[src/rtl/column_approx_mult_seq_if.sv]
// Operand/result handshake bundle for the sequential column-truncated multiplier.
// The master drives operands and out_ready; the slave returns in_ready, out_valid and z.
interface column_approx_mult_seq_if #(
  parameter int WIDTH = 8
);
  localparam int TW = $clog2(WIDTH + 1);

  logic                 in_valid;
  logic                 in_ready;
  logic [WIDTH-1:0]     x;
  logic [WIDTH-1:0]     y;
  logic [TW-1:0]        theta;
  logic                 out_valid;
  logic                 out_ready;
  logic [2*WIDTH-1:0]   z;

  modport master (
    output in_valid, x, y, theta, out_ready,
    input  in_ready, out_valid, z
  );

  modport slave (
    input  in_valid, x, y, theta, out_ready,
    output in_ready, out_valid, z
  );
endinterface

[src/rtl/column_approx_mult_seq.sv]
// Iterative shift-add unsigned multiplier, one partial-product row per cycle, with the
// low max(theta-row,0) bits of x cleared in each row (theta=0 gives the exact product).
module column_approx_mult_seq #(
  parameter int WIDTH = 8
) (
  input  logic                      clk,
  input  logic                      rst_n,
  column_approx_mult_seq_if.slave   bus
);
  localparam int TW = $clog2(WIDTH + 1);
  localparam int CW = $clog2(WIDTH);
  localparam logic [WIDTH:0] ONE = {{WIDTH{1'b0}}, 1'b1};

  typedef enum logic [1:0] {IDLE, BUSY, DONE} state_t;

  state_t               state_q;
  logic                 in_ready_q;
  logic                 out_valid_q;
  logic [2*WIDTH-1:0]   z_q;
  logic [2*WIDTH-1:0]   acc_q;
  logic [CW-1:0]        cnt_q;
  logic [WIDTH-1:0]     x_q;
  logic [WIDTH-1:0]     y_q;
  logic [TW-1:0]        theta_q;

  logic [TW-1:0]        theta_d;
  logic [WIDTH-1:0]     row_d;
  logic [2*WIDTH-1:0]   acc_d;
  logic                 last_d;

  // Row r of the array: x with its low max(theta-r,0) bits cleared, gated by y[r].
  function automatic logic [WIDTH-1:0] trunc_row(input logic [WIDTH-1:0] xv,
                                                 input logic            yb,
                                                 input logic [TW-1:0]   th,
                                                 input logic [CW-1:0]   r);
    int              k;
    logic [WIDTH:0]  low;
    k = int'(th) - int'(r);
    if (k < 0) k = 0;
    low = (ONE << k) - ONE;
    return xv & ~low[WIDTH-1:0] & {WIDTH{yb}};
  endfunction

  always_comb begin
    theta_d = (bus.theta > TW'(WIDTH)) ? TW'(WIDTH) : bus.theta;
    row_d   = trunc_row(x_q, y_q[cnt_q], theta_q, cnt_q);
    acc_d   = acc_q + ({{WIDTH{1'b0}}, row_d} << cnt_q);
    last_d  = (cnt_q == CW'(WIDTH - 1));
  end

  always_ff @(posedge clk) begin
    if (!rst_n) begin
      state_q     <= IDLE;
      in_ready_q  <= 1'b1;
      out_valid_q <= 1'b0;
      z_q         <= '0;
      acc_q       <= '0;
      cnt_q       <= '0;
      x_q         <= '0;
      y_q         <= '0;
      theta_q     <= '0;
    end else begin
      case (state_q)
        IDLE: begin
          if (bus.in_valid) begin
            x_q        <= bus.x;
            y_q        <= bus.y;
            theta_q    <= theta_d;
            acc_q      <= '0;
            cnt_q      <= '0;
            in_ready_q <= 1'b0;
            state_q    <= BUSY;
          end
        end
        BUSY: begin
          acc_q <= acc_d;
          if (last_d) begin
            cnt_q       <= '0;
            z_q         <= acc_d;
            out_valid_q <= 1'b1;
            state_q     <= DONE;
          end else begin
            cnt_q <= cnt_q + CW'(1);
          end
        end
        DONE: begin
          // z is left holding the result after the handshake.
          if (bus.out_ready) begin
            out_valid_q <= 1'b0;
            in_ready_q  <= 1'b1;
            state_q     <= IDLE;
          end
        end
        default: begin
          state_q     <= IDLE;
          in_ready_q  <= 1'b1;
          out_valid_q <= 1'b0;
        end
      endcase
    end
  end

  assign bus.in_ready  = in_ready_q;
  assign bus.out_valid = out_valid_q;
  assign bus.z         = z_q;
endmodule

[src/flat_wrapper.sv]
// flat-port wrapper written by rule: the top's interface ports become plain ports
module column_approx_mult_seq_flat 
#(
  parameter int WIDTH = 8
)
  (clk, rst_n, bus_in_valid, bus_x, bus_y, bus_theta, bus_out_ready, bus_in_ready, bus_out_valid, bus_z);
  column_approx_mult_seq_if #(.WIDTH(WIDTH)) bus_i ();
  input  logic clk;
  input  logic rst_n;
  input wire logic [$bits(bus_i.in_valid)-1:0] bus_in_valid;
  input wire logic [$bits(bus_i.x)-1:0] bus_x;
  input wire logic [$bits(bus_i.y)-1:0] bus_y;
  input wire logic [$bits(bus_i.theta)-1:0] bus_theta;
  input wire logic [$bits(bus_i.out_ready)-1:0] bus_out_ready;
  output wire logic [$bits(bus_i.in_ready)-1:0] bus_in_ready;
  output wire logic [$bits(bus_i.out_valid)-1:0] bus_out_valid;
  output wire logic [$bits(bus_i.z)-1:0] bus_z;
  assign bus_i.in_valid = bus_in_valid;
  assign bus_i.x = bus_x;
  assign bus_i.y = bus_y;
  assign bus_i.theta = bus_theta;
  assign bus_i.out_ready = bus_out_ready;
  assign bus_in_ready = bus_i.in_ready;
  assign bus_out_valid = bus_i.out_valid;
  assign bus_z = bus_i.z;
  column_approx_mult_seq #(.WIDTH(WIDTH)) u_core (.clk(clk), .rst_n(rst_n), .bus(bus_i));
endmodule
[config.mk]
export PLATFORM = sky130hd
export DESIGN_NAME = column_approx_mult_seq_flat
export DESIGN_NICKNAME = d
export VERILOG_FILES = /design/src/rtl/column_approx_mult_seq_if.sv /design/src/rtl/column_approx_mult_seq.sv /design/src/flat_wrapper.sv
export SDC_FILE = /design/constraint.sdc
export NUM_CORES = 1
export LEC_CHECK = 0
export BUFFER_PORTS_ARGS = -buffer_cell sky130_fd_sc_hd__buf_2
export CAP_MARGIN = 15
export CELL_PAD_IN_SITES_DETAIL_PLACEMENT = 2
export CELL_PAD_IN_SITES_GLOBAL_PLACEMENT = 2
export CORE_UTILIZATION = 38
export CTS_CLUSTER_SIZE = 8
export DETAILED_ROUTE_END_ITERATION = 7
export PLACE_DENSITY_LB_ADDON = 0.2
export SLEW_MARGIN = 20
export SYNTH_ARGS = -nofsm -noshare
export SYNTH_HDL_FRONTEND = slang
export SYNTH_SLANG_ARGS = --single-unit
[constraint.sdc]
create_clock -name clk -period 11.3 [get_ports clk]
set_clock_uncertainty 0.2 [all_clocks]
set_input_delay 2.825 -clock clk [delete_from_list [all_inputs] [get_ports clk]]
set_output_delay 2.825 -clock clk [all_outputs]
set_load 0.05 [all_outputs]
==> metrics.md, run 1 <==
| Metric | Value |
|---|---|
| Status | finished clean |
| Combined flip-flop and latch cell area | 1180 sq um |
| Leakage power | 0.00177 uW |
| Critical-path cell list | clkinv_1, ha_1, nand2_1, nor4b_1, nor2_1, nand3_1, ha_1, inv_1, or3_1, o221ai_2, o41ai_2, o32ai_1, nor3_1, nor3_1, ha_1, a211oi_1, o21ai_0, o221ai_1, a21oi_1, a41oi_1, or4_1, nand4_1 |
| Worst-case setup margin in the final layout | 4180 ps |
| Synth Area per Inst | 7.83 sq um |
| Initial core utilization | between 30% and 40% |
| Count of port buffers added during placement | 41 |
| Number of warning messages in the yosys log | 0 |
| Wirelength, routed | 13.4 mm |
| Root cell of the clock tree | clkbuf_8 |
| Actual transition at the worst max-transition pin | approximately 970 ps |
| Required time at the endpoint of the critical path | approximately 11000 ps |
| Maximum fanout encountered on the critical timing path | 21 |
| Setup violation total in the final timing report | 0 |
| Worst slack after detailed placement | around 4300 ps |
| Final std cell area, no fill | between 4000 and 5000 sq um |
| Post-cts sizing count | 0 |
| CP startpoint | u_core.cnt_q[2] |
| Diode count | 0 |
| Remaining global-route overflow | 0 |
| Hpwl dp | 9.77 mm |
| Setup crit end kind | flop |
| Final period demand of the worst path | 7120 ps |
| CTS Buf Count | 9 |
| H-Tree Depth | 3 |
| Total via count in the routed design | 3862 |
| Worst flop-to-flop path startpoint | u_core.cnt_q[2] |
| Sequential area share after synthesis | 30.1% |
| Number of antenna violations at the first check in global routing | 0 |
| Std cell rows | 36 |
| Total Power | 481 uW |
| Multi-input gate area in the final layout | 2530 sq um |
| Most frequent standard cell in the layout excluding fill and tap cells | nand2_1 |
| Synthesis-stage register bit count | 59 |
| CTS tree | yes |
| Beginning of the worst hold path | u_core.y_q[0] |
| Ratio of cells with drive above 1 in the final layout | 14.1% |
| # DRC | 0 |
| Most frequent cell on the critical path | ha_1 |
| Pin count of the biggest net entering global routing | 60 |
| Yosys top cell by area | dfxtp_1 |
| Final Hold Viols | 0 |
| Number of nets at the end of the flow | 576 |
| Post-place instance area | between 4000 and 5000 sq um |
| Number of standard cells after synthesis | 501 |
| First DRT Iteration DRCs | around 160 |
| Area share of the largest cell type after synthesis | 30.1% |
| Setup repair after global routing missed its margin | no |
| Number of buffers inserted by hold repair at cts | 0 |
| Clk pin slew, worst setup/hold paths | 80 ps |
| Family with the most delay on the worst path | compound AO/OA/AOI/OAI gates |
| Area enclosed by the die boundary | 10700 sq um |
| Maximum operating frequency | 140 MHz |
| Number of maximum-capacitance constraint violations | 0 |
| Launching element type of the critical path | flop |
| Total buffers and inverters traversed by the critical path | 2 |
| Combined global-route utilization of all metal layers | a little over a quarter |
| Top FF cell, synth | dfxtp_1 |
| Post-route core utilization | 43.9% |
| Fin. max-slew vios | 0 |
| Routed length per placed instance | 20.2 microns |
| Pwr dens | 110 nW/um^2 |
| Worst-skew pair later-pin latency | 350 ps |
| Setup fix buffers added after clock tree synthesis | 0 |
| Count of TritonRoute iterations in the first routing pass | 4 |
| Number of sinks on the clock net | 59 |
| Synthesized netlist net count | approximately 550 |
| Post-Route Setup TNS | 0 ps |
| Count of cell types in the netlist | 65 |
| Dominant cells by area after synthesis | dfxtp_1, nand2_1, ha_1 |
| Vert. Die Dim | 104 microns |
| First-pass GRT wire length | 22.5 mm |
| Worst IR Drop VDD | 69.5 uV |
| Die width | between 100 and 150 microns |
| Layout overhead on the synthesized area | 10.9% |
| Synthesized cell area | 3930 sq um |
| Fill count | about 1200 |
| Worst Path Arrival | 7160 ps |
| Post-route fraction of the period consumed by the critical path | 63.0% |
| Hold WC Path Type | flop to flop |
| Commonest cells after routing, fill and taps aside | nand2_1, dfxtp_1, buf_2, nand3_1, nor2_1 |
| EDFF count, synth | 0 |
| Number of vias per cell after detailed routing | 5.81 |
| Type of the setup path with the least slack | flop to flop |
| Worst slew slack as a fraction of its limit | 35.3% |
| Post-route antenna net violation count | 0 |
| Core region area | just under 10000 sq um |
| Routability cong. | 0.852 |
| Top-level I/O count | 42 |
| Vias in the first global route | 4265 |
| Master of the slowest instance on the critical path | dfxtp_1 |
| Max incr delay on CP | 860 ps |
| Maximum count of clock buffers along a single path | 2 |
| Share of flip-flops with an asynchronous set or reset after synthesis | 0% |
==> worst reg2reg max path, cell delays in order, from the launching register on <==
cell,delay (ps)
dfxtp_1,860
clkinv_1,470
ha_1,600
nand2_1,130
nor4b_1,500
nor2_1,180
nand3_1,130
ha_1,210
inv_1,100
or3_1,380
o221ai_2,310
o41ai_2,130
o32ai_1,540
nor3_1,120
nor3_1,170
ha_1,340
a211oi_1,340
o21ai_0,140
o221ai_1,210
a21oi_1,150
a41oi_1,510
or4_1,190
nand4_1,80
==> stage by stage <==
step,instances,hold WS [ps]
floorplan,501,233
global placement,650,242
detailed placement,650,259
CTS,665,271
global route,665,295
finish,665,268
==> path summary, 6_finish.rpt <==
path                 endpoint  slack, ps  cells past startpoint
max          u_core.bus.z[15]       4180                     22
min             u_core.y_q[0]        270                      2
max reg2reg  u_core.bus.z[15]       4180                     22
min reg2reg     u_core.y_q[0]        270                      2
==> cell families after synthesis <==
kind of cell    Yosys count  synth area share, %
flops                    59                 30.1
simple gates            222                 27.8
compound gates          132                 24.2
buf+inv                  48                 5.55
fa+ha+maj                24                 8.03
xor+xnor                 11                 2.45
mux                       5                 1.94
==> layer usage <==
metal | wire (microns) | vias to the layer above | GRT usage [%]
met1 | 6180 | 1907 | 34.1
li1 | - | 1856 | -
met3 | 546 | 21 | 3.40
met4 | 244 | 0 | 8.80
met5 | 0 | - | 0
met2 | 6450 | 78 | 45.2
==> synthesized netlist by cell type (all sizes together) (3+ instances only) <==
library cell and n:
a21boi 28, a21o 3, a21oi 25, a31oi 5, and2 11, and3 4, buf 8, clkbuf 21
dfxtp 59, ha 22, inv 17, nand2 84, nand2b 5, nand3 31, nand3b 6, nand4 9
nor2 29, nor2b 6, nor3 17, nor3b 3, nor4 3, o2111ai 4, o21a 11, o21ai 19
o221ai 3, o31a 3, o31ai 4, o32ai 3, o41ai 3, or3 8, xnor2 5, xor2 6
==> sequential cells by signal, summed over array words and instances, names as in the netlist <==
signal	flops
u_core.bus.in_ready	1
u_core.state_q	2
u_core.x_q	8
u_core.cnt_q	3
u_core.acc_q	16
u_core.bus.z	16
u_core.y_q	8
u_core.bus.out_valid	1
u_core.theta_q	4
==> power by group <==
group	leakage (uW)	internal [uW]	total (uW)	switching, uW
Clock	0.0000839	83.0	174	91.2
Sequential	0.000479	213	220	6.42
Combinational	0.00121	30.4	87.2	56.8
==> final cells by class <==
class	instances	share of cell area, %
timing repair buffer	45	5.40
inverter	19	1.64
multi-input combinational	394	58.1
clock inverter	5	0.690
sequential	59	27.1
tap	133	3.82
clock buffer	10	3.16
Power figures use the tool's default switching activity.
==> run 2: changes to the inputs <==
--- a/config.mk
+++ b/config.mk
@@ -9,7 +9,7 @@
 export CAP_MARGIN = 15
 export CELL_PAD_IN_SITES_DETAIL_PLACEMENT = 2
 export CELL_PAD_IN_SITES_GLOBAL_PLACEMENT = 2
-export CORE_UTILIZATION = 38
+export CORE_UTILIZATION = 32
 export CTS_CLUSTER_SIZE = 8
 export DETAILED_ROUTE_END_ITERATION = 7
 export PLACE_DENSITY_LB_ADDON = 0.2
==> constraint.sdc (replaced) <==
create_clock -name clk -period 5.9 [get_ports clk]
set_clock_uncertainty 0.2 [all_clocks]
set_input_delay 1.475 -clock clk [delete_from_list [all_inputs] [get_ports clk]]
set_output_delay 1.475 -clock clk [all_outputs]
set_load 0.05 [all_outputs]
==> metrics.md, run 2 (synthesis results as in run 1) <==
| Metric | Value |
|---|---|
| Status | finished clean |
| Multi-input gate area in the final layout | 2620 sq um (+3.5%) |
| Most frequent standard cell in the layout excluding fill and tap cells | nand2_1 |
| Wirelength, routed | 13.6 mm (+1.3%) |
| Number of nets at the end of the flow | 587 (+1.9%) |
| Post-route antenna net violation count | 0 (unchanged) |
| WL met2 | 6.62 mm (+2.6%) |
| Worst-case setup margin in the final layout | 287 ps (-3890 ps) |
| Final period demand of the worst path | 5610 ps (-1510 ps) |
| Fill count | 1354 (+15%) |
| Setup violation total in the final timing report | 0 (unchanged) |
| Layout overhead on the synthesized area | 18.3% |
| # DRC | 0 (unchanged) |
| Routed length per placed instance | 19.7 microns (-2.2%) |
| Post-route fraction of the period consumed by the critical path | 95.1% (+32 points) |
| Number of antenna violations at the first check in global routing | 0 (unchanged) |
| Leakage power | 0.00190 uW (+7.0%) |
| Wire length on met1 | 6.54 mm (+5.8%) |
| Vias in the first global route | 4109 (-3.7%) |
| Routability cong. | 0.827 (-3.0%) |
| Die width | 113 microns (+8.8%) |
| Worst-skew pair later-pin latency | 340 ps (about the same) |
| Count of port buffers added during placement | 41 (unchanged) |
| Number of vias per cell after detailed routing | 5.60 (-3.5%) |
| Std cell rows | 40 (+11%) |
| Area enclosed by the die boundary | 12700 sq um (+18%) |
| CTS tree | yes |
| Worst IR Drop VDD | 121 uV (+74%) |
| Number of maximum-capacitance constraint violations | 0 (unchanged) |
| Ratio of cells with drive above 1 in the final layout | 18.1% (+4.0 points) |
| Diode count | 0 (unchanged) |
| Combined flip-flop and latch cell area | 1180 sq um (unchanged) |
| Hold WC Path Type | flop to flop |
| Pwr dens | 234 nW/um^2 (+110%) |
| Core region area | 12000 sq um (+21%) |
| Number of buffers inserted by hold repair at cts | 0 (unchanged) |
| Top-level I/O count | 42 (unchanged) |
| First DRT Iteration DRCs | 150 (-4.5%) |
| H-Tree Depth | 3 (unchanged) |
| Worst slack after detailed placement | -120 ps (-4410 ps) |
| Clk pin slew, worst setup/hold paths | 50 ps (-30 ps) |
| Maximum operating frequency | 178 MHz (+27%) |
| Number of sinks on the clock net | 59 (unchanged) |
| Combined global-route utilization of all metal layers | 22.4% (-4.0 points) |
| Actual transition at the worst max-transition pin | 1030 ps (+66.9 ps) |
| Pin count of the biggest net entering global routing | 60 (unchanged) |
| Maximum fanout encountered on the critical timing path | 8 (-62%) |
| Maximum count of clock buffers along a single path | 2 (unchanged) |
| Remaining global-route overflow | 0 (unchanged) |
| Type of the setup path with the least slack | flop to flop |
| Required time at the endpoint of the critical path | 5970 ps (-5370 ps) |
| Worst slew slack as a fraction of its limit | 30.8% (-4.6 points) |
| First-pass GRT wire length | 21.9 mm (-2.5%) |
| Vert. Die Dim | 113 microns (+8.8%) |
| Fin. max-slew vios | 0 (unchanged) |
| Count of TritonRoute iterations in the first routing pass | 4 (unchanged) |
| CTS Buf Count | 9 (unchanged) |
| Root cell of the clock tree | clkbuf_16 |
| Total Power | 1090 uW (+130%) |
| Launching element type of the critical path | flop |
| Initial core utilization | 32.8% (-6.8 points) |
| Max Used Layer | met4 |
| Worst Path Arrival | 5690 ps (-1470 ps) |
| Final Hold Viols | 0 (unchanged) |
| Commonest cells after routing, fill and taps aside | nand2_1, dfxtp_1, buf_2, nand3_1, a21boi_0 |
| Total via count in the routed design | 3860 (-0.052%) |
| Setup crit end kind | flop |
| Detail Route met3 WL | 264 microns (-52%) |
| Hpwl dp | 10.0 mm (+2.3%) |
==> run 2: cell types whose count changed in the layout (fill, tap and decap cells not counted), moves of 2 or more <==
cell	previous run	this run
nor2_1	29	27
clkinv_2	3	1
nor3_1	16	14
nor3_2	1	3
clkbuf_8	10	2
buf_4	4	15
o21ai_1	0	2
nor2_2	0	2
o21ai_0	19	16
clkbuf_16	0	9
==> run 2: final timing paths <==
check             slack (ps)                to  cells after the start         startpoint
setup / recovery         290  u_core.bus.z[15]                     24  u_core.theta_q[0]
hold / removal           250   u_core.bus.z[8]                      2    u_core.bus.z[8]
setup reg to reg         290  u_core.bus.z[15]                     24  u_core.theta_q[0]
hold reg to reg          250   u_core.bus.z[8]                      2    u_core.bus.z[8]
==> run 2: worst max-delay path: stages (launching register included) <==
cell and delay, ps:
dfxtp_1 320, inv_1 50, ha_1 210, inv_1 80, fa_2 320, nand2_1 160, nor4b_4 360, nor2_2 100
nand3_1 100, ha_1 210, inv_1 130, or3_1 420, o221ai_4 250, o21a_1 240, o41ai_2 120, and3_1 220
o31a_1 280, ha_1 380, nand4_1 160, nand2b_1 130, o221ai_1 140, a21oi_2 230, a41oi_2 200, or4_1 440
nand4_1 90
==> run 2: layout make-up <==
class,count,share of cell area (%)
Clock inverter,2,0.270
Inverter,19,1.54
Timing Repair Buffer,56,6.85
Sequential cell,59,25.4
Tap cell,147,3.96
Clock buffer,12,5.53
Multi-Input combinational cell,394,56.4
==> run 2: per-layer routing <==
layer | track usage (%) | up-vias
met4 | 6.84 | 0
met3 | 3.48 | 14
li1 | - | 1882
met1 | 29.6 | 1923
met5 | 0 | -
met2 | 37.5 | 41
==> run 2: repair_timing <==
item | CTS | global route
pin swaps | 0 | 4
gates resized for setup | 1 | 18
endpoints found under the hold margin | 0 | 0
endpoints found under the setup margin | 4 | 16
setup buffers | 0 | 3
==> run 2: through the flow <==
stage	cells	util [%]	TNS, ps	hold slack [ps]	cell area (sq um)
after floorplan	501	-	0	233	3930
final	689	38.8	0	253	4640
after detailed placement	672	35.6	-276	251	4260
after global routing	689	38.8	-338	284	4640
after CTS	686	37.9	0	260	4540
after global placement	672	35.6	0	241	4260
==> run 2: power breakdown <==
group / internal [uW] / leakage (uW) / switching (uW)
sequential: 409 / 0.000479 / 8.80
combinational: 67.9 / 0.00129 / 119
clock: 301 / 0.000131 / 182
==> run 3: changes to the inputs <==
--- a/config.mk
+++ b/config.mk
@@ -9,10 +9,11 @@
 export CAP_MARGIN = 15
 export CELL_PAD_IN_SITES_DETAIL_PLACEMENT = 2
 export CELL_PAD_IN_SITES_GLOBAL_PLACEMENT = 2
+export CORE_MARGIN = 8
 export CORE_UTILIZATION = 32
 export CTS_CLUSTER_SIZE = 8
 export DETAILED_ROUTE_END_ITERATION = 7
-export PLACE_DENSITY_LB_ADDON = 0.2
+export PLACE_DENSITY_LB_ADDON = 0.1
 export SLEW_MARGIN = 20
 export SYNTH_ARGS = -nofsm -noshare
 export SYNTH_HDL_FRONTEND = slang
==> metrics.md, run 3 (synthesis results as in run 1) <==
| Metric | Value |
|---|---|
| Final Hold Viols | 0 (unchanged) |
| Vert. Die Dim | 127 microns (+12%) |
| Die width | 127 microns (+12%) |
| Combined global-route utilization of all metal layers | 17.0% (-5.4 points) |
| Type of the setup path with the least slack | flop to flop |
| Worst IR Drop VDD | 135 uV (+11%) |
| Routability cong. | 0.837 (+1.3%) |
| Leakage power | 0.00193 uW (+1.5%) |
| Maximum count of clock buffers along a single path | 2 (unchanged) |
| CTS tree | yes |
| Status | finished clean |
| Wirelength, routed | 13.5 mm (-1.0%) |
| First-pass GRT wire length | 21.7 mm (-0.91%) |
| Pwr dens | 254 nW/um^2 (+8.5%) |
| Critical-path cell list | inv_1, ha_1, inv_1, fa_1, buf_4, a211o_1, o21ai_0, nand3_1, ha_1, inv_1, or3_1, o221ai_4, o41ai_2, o32a_2, nor2_1, o31a_1, ha_1, nand4_1, nand2b_1, o221ai_1, a21oi_2, a41oi_1, or4_1, nand4_1 |
| Maximum operating frequency | 180 MHz (+1.1%) |
| Core region area | 12000 sq um (+0.42%) |
| Top-level I/O count | 42 (unchanged) |
| Actual transition at the worst max-transition pin | 992 ps (-43.1 ps) |
| Most frequent standard cell in the layout excluding fill and tap cells | nand2_1 |
| Fin. max-slew vios | 0 (unchanged) |
| Worst hold margin | 257 ps (+3.55 ps) |
| Worst slack after detailed placement | 150 ps (+270 ps) |
| Count of port buffers added during placement | 41 (unchanged) |
| Number of antenna violations at the first check in global routing | 0 (unchanged) |
| Family with the most delay on the worst path | compound AO/OA/AOI/OAI gates |
| Final period demand of the worst path | 5550 ps (-60.0 ps) |
| Master of the slowest instance on the critical path | or4_1 |
| Total via count in the routed design | 3849 (-0.28%) |
| Commonest cells after routing, fill and taps aside | nand2_1, dfxtp_1, buf_2, nand3_1 |
| Routed length per placed instance | 19.6 microns (-0.88%) |
| Post-route core utilization | 39.0% (+0.18 points) |
| Root cell of the clock tree | clkbuf_16 |
| Number of maximum-capacitance constraint violations | 0 (unchanged) |
| Number of sinks on the clock net | 59 (unchanged) |
| H-Tree Depth | 3 (unchanged) |
| Post-route antenna net violation count | 0 (unchanged) |
| # DRC | 0 (unchanged) |
| Number of buffers inserted by hold repair at cts | 0 (unchanged) |
| Layout overhead on the synthesized area | 19.3% |
| Setup crit end kind | flop |
| Clk pin slew, worst setup/hold paths | 50 ps (about the same) |
| Initial core utilization | 32.7% (-0.14 points) |
| Total Power | 1190 uW (+9.4%) |
| Worst-case setup margin in the final layout | 347 ps (+60.0 ps) |
| Worst slew slack as a fraction of its limit | 33.7% (+3.0 points) |
| Worst-skew pair later-pin latency | 340 ps (about the same) |
| Vias in the first global route | 4165 (+1.4%) |
| Ratio of cells with drive above 1 in the final layout | 17.7% (-0.34 points) |
| Pin count of the biggest net entering global routing | 60 (unchanged) |
| Std cell rows | 40 (unchanged) |
| Hpwl dp | 9.81 mm (-1.8%) |
| Remaining global-route overflow | 0 (unchanged) |
| Maximum fanout encountered on the critical timing path | 9 (+1) |
| Post-route fraction of the period consumed by the critical path | 94.1% (-1.0 points) |
| Setup violation total in the final timing report | 0 (unchanged) |
| Hold WC Path Type | flop to flop |
| Dpl cells | 673 (+0.15%) |
| Diode count | 0 (unchanged) |
| First DRT Iteration DRCs | 185 (+23%) |
| Number of vias per cell after detailed routing | 5.59 (-0.14%) |
| CTS Buf Count | 9 (unchanged) |
| Required time at the endpoint of the critical path | 5980 ps (about the same) |
| Number of standard cells in the final layout excluding fillers | 688 (-0.15%) |
| Max incr delay on CP | 450 ps (about the same) |
| Count of TritonRoute iterations in the first routing pass | 4 (unchanged) |
| Total buffers and inverters traversed by the critical path | 4 (+1) |
| Worst Path Arrival | 5630 ps (-60 ps) |
| Area enclosed by the die boundary | 16100 sq um (+26%) |
| Number of nets at the end of the flow | 585 (-0.34%) |
| Launching element type of the critical path | flop |
==> run 3: per-stage QoR <==
step	cell area [sq um]	setup TNS, ps
after floorplan	3930	0
after global placement	4270	0
after detailed placement	4270	0
after CTS	4600	0
after global routing	4680	-40.7
final	4680	0
==> run 3: final timing paths <==
path / from / endpoint / slack [ps] / cells past startpoint
max: u_core.theta_q[0] / u_core.bus.z[15] / 350 / 24
min: u_core.y_q[7] / u_core.y_q[7] / 260 / 2
max reg2reg: u_core.theta_q[0] / u_core.bus.z[15] / 350 / 24
min reg2reg: u_core.y_q[7] / u_core.y_q[7] / 260 / 2
==> run 3: metal layers <==
metal | wire length (microns) | part of all wire (%) | vias to the layer above | GRT usage [%]
met5 | 0 | 0 | - | 0
met4 | 125 | 0.93 | 0 | 4.41
met3 | 338 | 2.5 | 7 | 3.35
met2 | 6150 | 46 | 45 | 27.0
met1 | 6850 | 51 | 1925 | 23.0
li1 | - | - | 1872 | -
==> run 3: worst reg2reg max path, cell delays in order, from the launching register on <==
cell and delay, ps:
dfxtp_1 310, inv_1 50, ha_1 170, inv_1 60, fa_1 380, buf_4 190
a211o_1 290, o21ai_0 210, nand3_1 170, ha_1 250, inv_1 160, or3_1 170
o221ai_4 130, o41ai_2 410, o32a_2 240, nor2_1 50, o31a_1 250, ha_1 380
nand4_1 170, nand2b_1 110, o221ai_1 130, a21oi_2 210, a41oi_1 230, or4_1 450
nand4_1 100
==> run 3: timing repair <==
| action | CTS | global route |
|---|---|---|
| endpoints found under the setup margin | 0 | 16 |
| gates resized for setup | 0 | 18 |
| buffers inserted | 0 | 0 |
| endpoints found under the hold margin | 0 | 0 |
==> run 3: cell type report <==
| cell class | count | area (sq um) |
|---|---|---|
| sequential | 59 | 1180 |
| multi-input combinational | 394 | 2620 |
| fill | 1409 | 7330 |
| inverter | 19 | 71.3 |
| timing repair buffer | 54 | 303 |
| tap | 147 | 184 |
| clock inverter | 4 | 73.8 |
| clock buffer | 11 | 253 |
==> run 3: power by group <==
part           switching [uW]  internal, uW  total [uW]
Combinational             120          66.9         187
Sequential               8.83           409         418
Clock                     195           390         586
